`src/rtl/led_ctrl_pkg.sv`:
```
// Shared types and helpers for the LED pattern control block.
package led_ctrl_pkg;

  typedef logic [2:0] mode_t;

  localparam mode_t MODE_SHIFT     = 3'd0;
  localparam mode_t MODE_COUNT     = 3'd1;
  localparam mode_t MODE_FIVES     = 3'd2;
  localparam mode_t MODE_BLINK     = 3'd3;
  localparam mode_t MODE_DOWNCOUNT = 3'd4;

  typedef enum logic [1:0] {
    IDLE      = 2'd0,
    PRESSED   = 2'd1,
    LONG_HELD = 2'd2
  } press_state_t;

  // Next pattern mode, wrapping from the last mode back to the first.
  function automatic mode_t next_mode(input mode_t cur, input mode_t last);
    mode_t nxt;
    if (cur == last) begin
      nxt = MODE_SHIFT;
    end else begin
      nxt = cur + 3'd1;
    end
    return nxt;
  endfunction

endpackage

```
`src/rtl/btn_debounce.sv`:
```
// Two-flop synchroniser followed by a stability-counter debouncer.
// btn_db only follows the synchronised level after it has differed
// from btn_db for DEBOUNCE_CYCLES consecutive cycles.
module btn_debounce #(
  parameter int DEBOUNCE_CYCLES = 500000
) (
  input  logic clk,
  input  logic rst,
  input  logic i_btn,
  output logic o_btn_db
);

  localparam int CNT_W = (DEBOUNCE_CYCLES > 2) ? $clog2(DEBOUNCE_CYCLES) : 1;
  localparam logic [CNT_W-1:0] CNT_LAST = CNT_W'(DEBOUNCE_CYCLES - 1);

  logic             r_sync1;
  logic             r_sync2;
  logic             r_db;
  logic [CNT_W-1:0] r_cnt;

  // Bring the asynchronous button into the clock domain.
  always_ff @(posedge clk) begin
    if (rst) begin
      r_sync1 <= 1'b0;
      r_sync2 <= 1'b0;
    end else begin
      r_sync1 <= i_btn;
      r_sync2 <= r_sync1;
    end
  end

  // Count cycles of disagreement; accept the new level once it has held long enough.
  always_ff @(posedge clk) begin
    if (rst) begin
      r_cnt <= '0;
      r_db  <= 1'b0;
    end else if (r_sync2 == r_db) begin
      r_cnt <= '0;
    end else if (r_cnt == CNT_LAST) begin
      r_cnt <= '0;
      r_db  <= r_sync2;
    end else begin
      r_cnt <= r_cnt + CNT_W'(1);
    end
  end

  assign o_btn_db = r_db;

endmodule

```
`src/rtl/led_mode_scheduler.sv`:
```
// Control block for the 8-LED pattern datapath: debounced button,
// short/long press classification, mode and pause control, tick strobes.
// Optional feature: define AUTO_CYCLE_EN to auto-advance the mode after
// AUTO_CYCLE_SECONDS of idle, unpaused operation.
module led_mode_scheduler
  import led_ctrl_pkg::*;
#(
  parameter int CLK_FREQ           = 25_000_000,
  parameter int DEBOUNCE_CYCLES    = CLK_FREQ / 50,
  parameter int LONG_PRESS_CYCLES  = CLK_FREQ,
  parameter int NUM_MODES          = 5,
  parameter int AUTO_CYCLE_SECONDS = 10
) (
  input  logic       clk,
  input  logic       rst,
  input  logic       btn,
  output logic [2:0] mode,
  output logic       mode_changed,
  output logic       paused,
  output logic       tick_fast,
  output logic       tick_slow,
  output logic       short_press,
  output logic       long_press
);

  localparam int    HOLD_W    = (LONG_PRESS_CYCLES > 2) ? $clog2(LONG_PRESS_CYCLES) : 1;
  localparam logic [HOLD_W-1:0] HOLD_LAST = HOLD_W'(LONG_PRESS_CYCLES - 1);
  localparam int    TICK_DIV  = CLK_FREQ / 4;
  localparam int    TICK_W    = (TICK_DIV > 2) ? $clog2(TICK_DIV) : 1;
  localparam logic [TICK_W-1:0] TICK_LAST = TICK_W'(TICK_DIV - 1);
  localparam mode_t MODE_LAST = mode_t'(NUM_MODES - 1);

  logic                w_btn_db;
  press_state_t        r_state;
  press_state_t        w_state_nxt;
  logic [HOLD_W-1:0]   r_hold;
  logic [HOLD_W-1:0]   w_hold_nxt;
  logic                w_short;
  logic                w_long;
  logic                r_short_press;
  logic                r_long_press;
  mode_t               r_mode;
  logic                r_mode_changed;
  logic                r_paused;
  logic                w_auto;
  logic                w_advance;
  logic [TICK_W-1:0]   r_tick_cnt;
  logic                r_phase;
  logic                r_tick_fast;
  logic                r_tick_slow;

  btn_debounce #(
    .DEBOUNCE_CYCLES(DEBOUNCE_CYCLES)
  ) u_btn_debounce (
    .clk      (clk),
    .rst      (rst),
    .i_btn    (btn),
    .o_btn_db (w_btn_db)
  );

  // Classifier state, hold counter and registered press pulses.
  always_ff @(posedge clk) begin
    if (rst) begin
      r_state       <= IDLE;
      r_hold        <= '0;
      r_short_press <= 1'b0;
      r_long_press  <= 1'b0;
    end else begin
      r_state       <= w_state_nxt;
      r_hold        <= w_hold_nxt;
      r_short_press <= w_short;
      r_long_press  <= w_long;
    end
  end

  // Classifier next state: release before the long threshold is a short press.
  always_comb begin
    w_state_nxt = r_state;
    w_hold_nxt  = r_hold;
    w_short     = 1'b0;
    w_long      = 1'b0;
    case (r_state)
      IDLE: begin
        if (w_btn_db) begin
          w_state_nxt = PRESSED;
          w_hold_nxt  = '0;
        end else begin
          w_state_nxt = IDLE;
        end
      end
      PRESSED: begin
        if (!w_btn_db) begin
          w_short     = 1'b1;
          w_state_nxt = IDLE;
        end else if (r_hold == HOLD_LAST) begin
          w_long      = 1'b1;
          w_state_nxt = LONG_HELD;
        end else begin
          w_hold_nxt  = r_hold + HOLD_W'(1);
        end
      end
      LONG_HELD: begin
        if (!w_btn_db) begin
          w_state_nxt = IDLE;
        end else begin
          w_state_nxt = LONG_HELD;
        end
      end
      default: begin
        w_state_nxt = IDLE;
        w_hold_nxt  = '0;
      end
    endcase
  end

`ifdef AUTO_CYCLE_EN
  localparam int IDLE_TERM = AUTO_CYCLE_SECONDS * CLK_FREQ;
  localparam int IDLE_W    = (IDLE_TERM > 2) ? $clog2(IDLE_TERM) : 1;
  localparam logic [IDLE_W-1:0] IDLE_LAST = IDLE_W'(IDLE_TERM - 1);

  logic [IDLE_W-1:0] r_idle_cnt;

  assign w_auto = (r_idle_cnt == IDLE_LAST);

  // Idle timer: runs only while unpaused and no press is in progress.
  always_ff @(posedge clk) begin
    if (rst) begin
      r_idle_cnt <= '0;
    end else if (r_paused || r_short_press || r_long_press || w_advance) begin
      r_idle_cnt <= '0;
    end else if (r_state == IDLE) begin
      r_idle_cnt <= r_idle_cnt + IDLE_W'(1);
    end else begin
      r_idle_cnt <= r_idle_cnt;
    end
  end
`else
  logic w_unused_cfg;

  assign w_auto       = 1'b0;
  assign w_unused_cfg = (AUTO_CYCLE_SECONDS > 32'sd0);
`endif

  // A coincident short press and auto-advance collapse into one advance.
  assign w_advance = r_short_press | w_auto;

  // Mode and pause control, one cycle after the press pulse.
  always_ff @(posedge clk) begin
    if (rst) begin
      r_mode         <= MODE_SHIFT;
      r_mode_changed <= 1'b0;
      r_paused       <= 1'b0;
    end else begin
      r_mode_changed <= w_advance;
      if (w_advance) begin
        r_mode <= next_mode(r_mode, MODE_LAST);
      end else begin
        r_mode <= r_mode;
      end
      if (r_long_press) begin
        r_paused <= ~r_paused;
      end else begin
        r_paused <= r_paused;
      end
    end
  end

  // Tick strobes: restart on a mode change, freeze while paused.
  always_ff @(posedge clk) begin
    if (rst) begin
      r_tick_cnt  <= '0;
      r_phase     <= 1'b0;
      r_tick_fast <= 1'b0;
      r_tick_slow <= 1'b0;
    end else if (w_advance) begin
      r_tick_cnt  <= '0;
      r_phase     <= 1'b0;
      r_tick_fast <= 1'b0;
      r_tick_slow <= 1'b0;
    end else if (r_paused) begin
      r_tick_fast <= 1'b0;
      r_tick_slow <= 1'b0;
    end else if (r_tick_cnt == TICK_LAST) begin
      r_tick_cnt  <= '0;
      r_phase     <= ~r_phase;
      r_tick_fast <= 1'b1;
      r_tick_slow <= r_phase;
    end else begin
      r_tick_cnt  <= r_tick_cnt + TICK_W'(1);
      r_tick_fast <= 1'b0;
      r_tick_slow <= 1'b0;
    end
  end

  assign mode         = r_mode;
  assign mode_changed = r_mode_changed;
  assign paused       = r_paused;
  assign tick_fast    = r_tick_fast;
  assign tick_slow    = r_tick_slow;
  assign short_press  = r_short_press;
  assign long_press   = r_long_press;

endmodule

```
`config.mk`:
```
export PLATFORM = sky130hd
export DESIGN_NAME = led_mode_scheduler
export DESIGN_NICKNAME = d
export VERILOG_FILES = /design/src/rtl/led_ctrl_pkg.sv /design/src/rtl/btn_debounce.sv /design/src/rtl/led_mode_scheduler.sv
export SDC_FILE = /design/constraint.sdc
export NUM_CORES = 1
export LEC_CHECK = 0
export CAP_MARGIN = 40
export CORE_UTILIZATION = 55
export CTS_BUF_LIST = sky130_fd_sc_hd__clkbuf_8
export DETAILED_ROUTE_END_ITERATION = 8
export GPL_TIMING_DRIVEN = 0
export HOLD_SLACK_MARGIN = 0.06
export PLACE_DENSITY = 0.81
export SYNTH_ARGS = -nofsm -noshare
export SYNTH_HDL_FRONTEND = slang
export SYNTH_SLANG_ARGS = --single-unit
```
`constraint.sdc`:
```
create_clock -name clk -period 2 [get_ports clk]
set_input_delay 0.4 -clock clk [delete_from_list [all_inputs] [get_ports clk]]
set_output_delay 0.4 -clock clk [all_outputs]
set_load 0.01 [all_outputs]
```
## After elaboration in Yosys (flattened, before gate mapping)

Cells that the tools add are included.

| storage, ports and cells | value |
|---|---|
| register bits | 82 |
| input port bits | 3 |
| output and inout port bits | 9 |

| operators by class | value |
|---|---|
| add/sub/neg operators | 4 |
| equal/unequal tests | 11 |
| mux-type cells | 14 |
| bitwise logic cells | 7 |
| reduce and logical (&&, ||, !) cells | 10 |

Operators with widths:

| operator | count |
|---|---|
| $mux W25 | 3 |
| $pmux W25 S3 | 1 |
| $add A25 B1 Y25 const B | 1 |
| $eq A25 B25 Y1 const B | 1 |
| $add A23 B1 Y23 const B | 1 |
| $eq A23 B23 Y1 const B | 1 |
| $mux W23 | 1 |
| $add A19 B1 Y19 const B | 1 |
| $eq A19 B19 Y1 const B | 1 |
| $reduce_or A3 Y1 | 3 |
| $not A1 Y1 | 7 |
| $mux W2 | 3 |
| $pmux W2 S3 | 1 |
| $mux W1 | 4 |
| $ne A2 B1 Y1 const B | 2 |
| $reduce_and A2 Y1 | 2 |
| $reduce_and A4 Y1 | 1 |
| $reduce_or A2 Y1 | 2 |
| $reduce_or A4 Y1 | 1 |
| $add A3 B1 Y3 const B | 1 |
| $eq A3 B3 Y1 const B | 1 |
| $mux W3 | 1 |
| $ne A3 B3 Y1 const B | 1 |
| $eq A2 B1 Y1 const B | 1 |
| other kinds (4) | 4 |

## Longest topological paths before layout

| depth | value |
|---|---|
| depth after elaboration | 4 |
| mapped depth | 9 |
| depth with buffers taken out | 7 |

## Hierarchy

From an unflattened synthesis, not the netlist that was laid out.

| second synthesis, totals | value |
|---|---|
| cell total of the unflattened synthesis | 480 |
| area total of the unflattened synthesis | 3956.3 µm² |

By module, submodules not included:

| module | times used | cells each | area an instance (µm²) |
|---|---|---|---|
| led_mode_scheduler | 1 | 371 | 2971.6 |
| btn_debounce | 1 | 109 | 984.7 |

## Worst setup path before layout

Ideal clock, no wire load.

| timing | value |
|---|---|
| kind | register to register |
| start | reg r_state[1] |
| end | reg r_hold[21] |
| data arrival time | 1.843 ns |
| data required time | 1.928 ns |
| setup slack | 0.085 ns |
| stages on the path, launching flop included | 10 |
| path buffers | 2 |
| path through | dfxtp_1 -> inv_1 -> ha_1 -> o21ba_4 -> or2_0 -> buf_6 -> a211oi_4 -> buf_6 -> nand4_1 -> mux2i_1 |

| on the way | value |
|---|---|
| cells in the longest elaborated chain, start to end | 3 |

Ends and longest elaborated chain:

| item | RTL line | RTL |
|---|---|---|
| from (decl) | led_mode_scheduler.sv:34 | `press_state_t r_state;` |
| from (signal assigned) | led_mode_scheduler.sv:69 | `r_state <= w_state_nxt;` |
| $eq A2 B1 Y1, or another cell as far along | led_mode_scheduler.sv:82 | `case (r_state)` |
| $ne A2 B1 Y1 (no source line), or another cell as far along | - |  |
| $reduce_and A4 Y1 (no source line) | - |  |
| to (signal assigned) | led_mode_scheduler.sv:70 | `r_hold <= w_hold_nxt;` |
| to (decl) | led_mode_scheduler.sv:36 | `logic [HOLD_W-1:0] r_hold;` |

Parallel ways exist; a longest one is shown, timed or not.
A chain may end at the register's enable or synchronous reset.

## Worst setup path in the final report

| timing | value |
|---|---|
| start | reg r_state[0] |
| end | reg r_hold[23] |

The elaborated chain is that of the path after synthesis.

==> impl_results.md <==
* Post-synth top area cell: dfxtp_1
* Max Cap Viol at 0
* Synth Area in XOR/XNOR at 0.0980
* Post-DP HPWL at 5.80 mm
* VDD IR max at 486 µV
* Worst-Margin Slew at 0.550 ns
* Clk root buf: clkbuf_8
* Synth Area in Compound Gates at 0.111
* # DRC at 0
* Syn nets at roughly 470
* Ports at 12
* Top-area cell type share of the netlist area at 0.417
* Final Setup Violations at 1
* Comb pwr share at 0.019
* All-Layer GR Usage at 0.243
* Core Area at 0.00687 mm²
* Port Buffer Count at 11
* Post-synthesis adder-cell area fraction at 0.0286
* FP Rows at 30
* Vias in the first global route at around 3.1k
* P_int at approximately 2.4 mW
* Design Area, Final at 0.00453 mm²
* CTS tree: yes
* Initial core utilization at 0.573
* Final Max Slew Viols at 0
* Setup Skew at 0.0106 ns
* Mapped Cells at roughly 460
* Synthesized cell area at 0.00393 mm²
* Final nets at 498
* Area growth syn-to-layout at 15.3%
* Simple-Gate Fraction of Synth Area at 0.285
* Clock Tree Buf Depth at 2
* WS Path Type: reg -> reg
* Final setup margin at -0.00251 ns
* Largest net degree at the start of global routing at 16
* Post-Route WL at around 8.5 mm
* Clk pwr share at 0.443
* Initial drt markers at 267
* Data required time of the worst path at ~2.3 ns
* CTS buffer count at 9
* Top cells by count, synth: dfxtp_1, nor2_1, nand2_1
* Post-synth cell types at 55
* Flop pwr share at 0.538
* Hold Violations, Final at 0
* Slew margin rel. at 0.631
* Pleak at 1.51 nW
* Die Ht at 86.6 µm
* DR pass1 iterations at 5
* Hold Crit Class: reg -> reg
* Main combinational cell family by area after synthesis: simple AND/OR/NAND/NOR gates
* Share of post-route cells with drive strength above 1 at 0.141
* Area of the die at between 0.007 and 0.008 mm²
* DR WL/cell at ~14 µm
* H-tree lvl count at 3
* Most used flip-flop cell after synthesis: dfxtp_1
* Pwr Density at between 600 and 700 mW/mm²
* Placed Area at 0.00416 mm²
* Status: complete, but fails checks
* CP arrival at 2.29 ns
* Via count at 3435
* Most frequent cell after synthesis: dfxtp_1
* First-pass GRT wire length at about 14 mm
* Die W at roughly 87 µm
* Cts hold-fix bufs at 0
* CTS clk-pin slew, worst paths at 0.09 ns
* Tcrit/Tclk final at 1.00
* Failing checks: setup timing
* Multiplexer share of the synthesized area at 0.0156
* ANT nets after route at 0
* Syn_area_per_cell at 8.63 µm²
* Initial antenna violation count at 0
* RSZ-0062 raised after global routing: true
* Clock sinks at 82
* Synth area leaders: dfxtp_1, nor2_1, xnor2_1
* Crit path max fanout at 8
* Ant diodes at 0
* Switching Share at 0.225
* Sequential cell area fraction in the yosys report at 0.417
* Ys async rst share at 0
* Net Sw Power at 0.686 mW
* Later-pin clock latency in the skew report at 0.36 ns
* Gp weighted congestion at about 0.9
* Crit end category: flop
* Total global routing overflow at 0
* Post-route minimum period at 2.00 ns
* Fmax at about 0.5 GHz
* Flops & latches, synth at about 80
* Setup TNS at -0.00251 ns
* Yosys Warn Count at 0
* Number of synthesized flops with an enable pin at 0
* Vias per Instance at 5.85
* Startpoint Class: flop
-- cell type report --
type / count / area [µm²]
Buffer: 21 / 131
Clock buffer: 9 / 124
Clock inverter: 7 / 100
Fill cell: 581 / 2330
Inverter: 12 / 45.0
Multi-Input combinational cell: 341 / 2190
Sequential cell: 82 / 1650
Tap cell: 96 / 120
Timing Repair Buffer: 19 / 179
-- logic make-up after synthesis --
group	after synthesis
simple gates	216
buf+inv	33
flops	82
mux	6
xor+xnor	44
fa+ha+maj	9
compound gates	66
-- worst max-delay path: stages, from the launching register on --
cell and delay, ns:
dfxtp_4 0.37, buf_6 0.11, ha_4 0.16, o21ba_4 0.22
or2_0 0.21, buf_6 0.15, a211oi_4 0.29, buf_6 0.17
a41oi_2 0.08, a31oi_1 0.17
-- registers in the layout, indices dropped and copies added, names as in the netlist --
name and flops:
long_press 1, mode 3, mode_changed 1, paused 1, r_hold 25, r_phase 1, r_state 2, r_tick_cnt 23
short_press 1, tick_fast 1, tick_slow 1, u_btn_debounce.o_btn_db 1, u_btn_debounce.r_cnt 19, u_btn_debounce.r_sync1 1, u_btn_debounce.r_sync2 1
-- path summary, 6_finish.rpt --
| check | start | endpoint | slack (ns) | depth (start not counted) |
|---|---|---|---|---|
| hold reg to reg | u_btn_debounce.r_sync1$_SDFF_PP0_ | u_btn_debounce.r_sync2$_SDFF_PP0_ | 0.46 | 1 |
| setup reg to reg | r_state[0]$_SDFFE_PP0P_ | r_hold[23]$_SDFFE_PP0P_ | -0.003 | 9 |
| setup / recovery | r_state[0]$_SDFFE_PP0P_ | r_hold[23]$_SDFFE_PP0P_ | -0.003 | 9 |
| hold / removal | u_btn_debounce.r_sync1$_SDFF_PP0_ | u_btn_debounce.r_sync2$_SDFF_PP0_ | 0.46 | 1 |
-- metal layers --
layer  vias up  global-route usage  part of all wire
met3        26              0.0600             0.055
met4         0               0.117             0.022
li1       1671                   -                 -
met5         -                   0                 0
met1      1605               0.290              0.43
met2       133               0.408              0.49
-- power by group through the flow --
stage | Clock, mW | Sequential (mW) | Combinational [mW]
floorplan | 0 | 1.68 | 0.0389
global placement | 0 | 1.68 | 0.0545
detailed placement | 0 | 1.68 | 0.0568
CTS | 1.37 | 1.64 | 0.0570
global route | 1.44 | 1.65 | 0.0659
finish | 1.36 | 1.64 | 0.0577
-- placed cells by master, fill, tap and decap left out, drive strengths merged, types with 15 or more instances in the layout --
| master | instances |
|---|---|
| a21oi | 18 |
| buf | 23 |
| clkbuf | 15 |
| dfxtp | 82 |
| nand2 | 32 |
| nand3 | 29 |
| nand4 | 15 |
| nor2 | 67 |
| nor3 | 18 |
| o21ai | 15 |
| xnor2 | 28 |
| xor2 | 16 |
-- metrics by stage --
stage	worst slack [ns]	power, mW	util	std cells	hold slack, ns
floorplan	0.0853	1.72	-	456	0.414
global placement	-0.171	1.74	0.606	563	0.442
detailed placement	-0.174	1.74	0.606	563	0.442
CTS	0.0119	3.07	0.646	581	0.459
global route	-0.0796	3.15	0.660	587	0.485
finish	-0.00251	3.06	0.660	587	0.456
-- repair_timing --
| action | CTS | global route |
|---|---|---|
| resized for setup | 11 | 19 |
| pin swaps | 2 | 8 |
| endpoints found under the setup margin | 18 | 51 |
| cloned | 0 | 1 |
| setup buffers | 2 | 5 |
(Power assumes the default switching activity.)
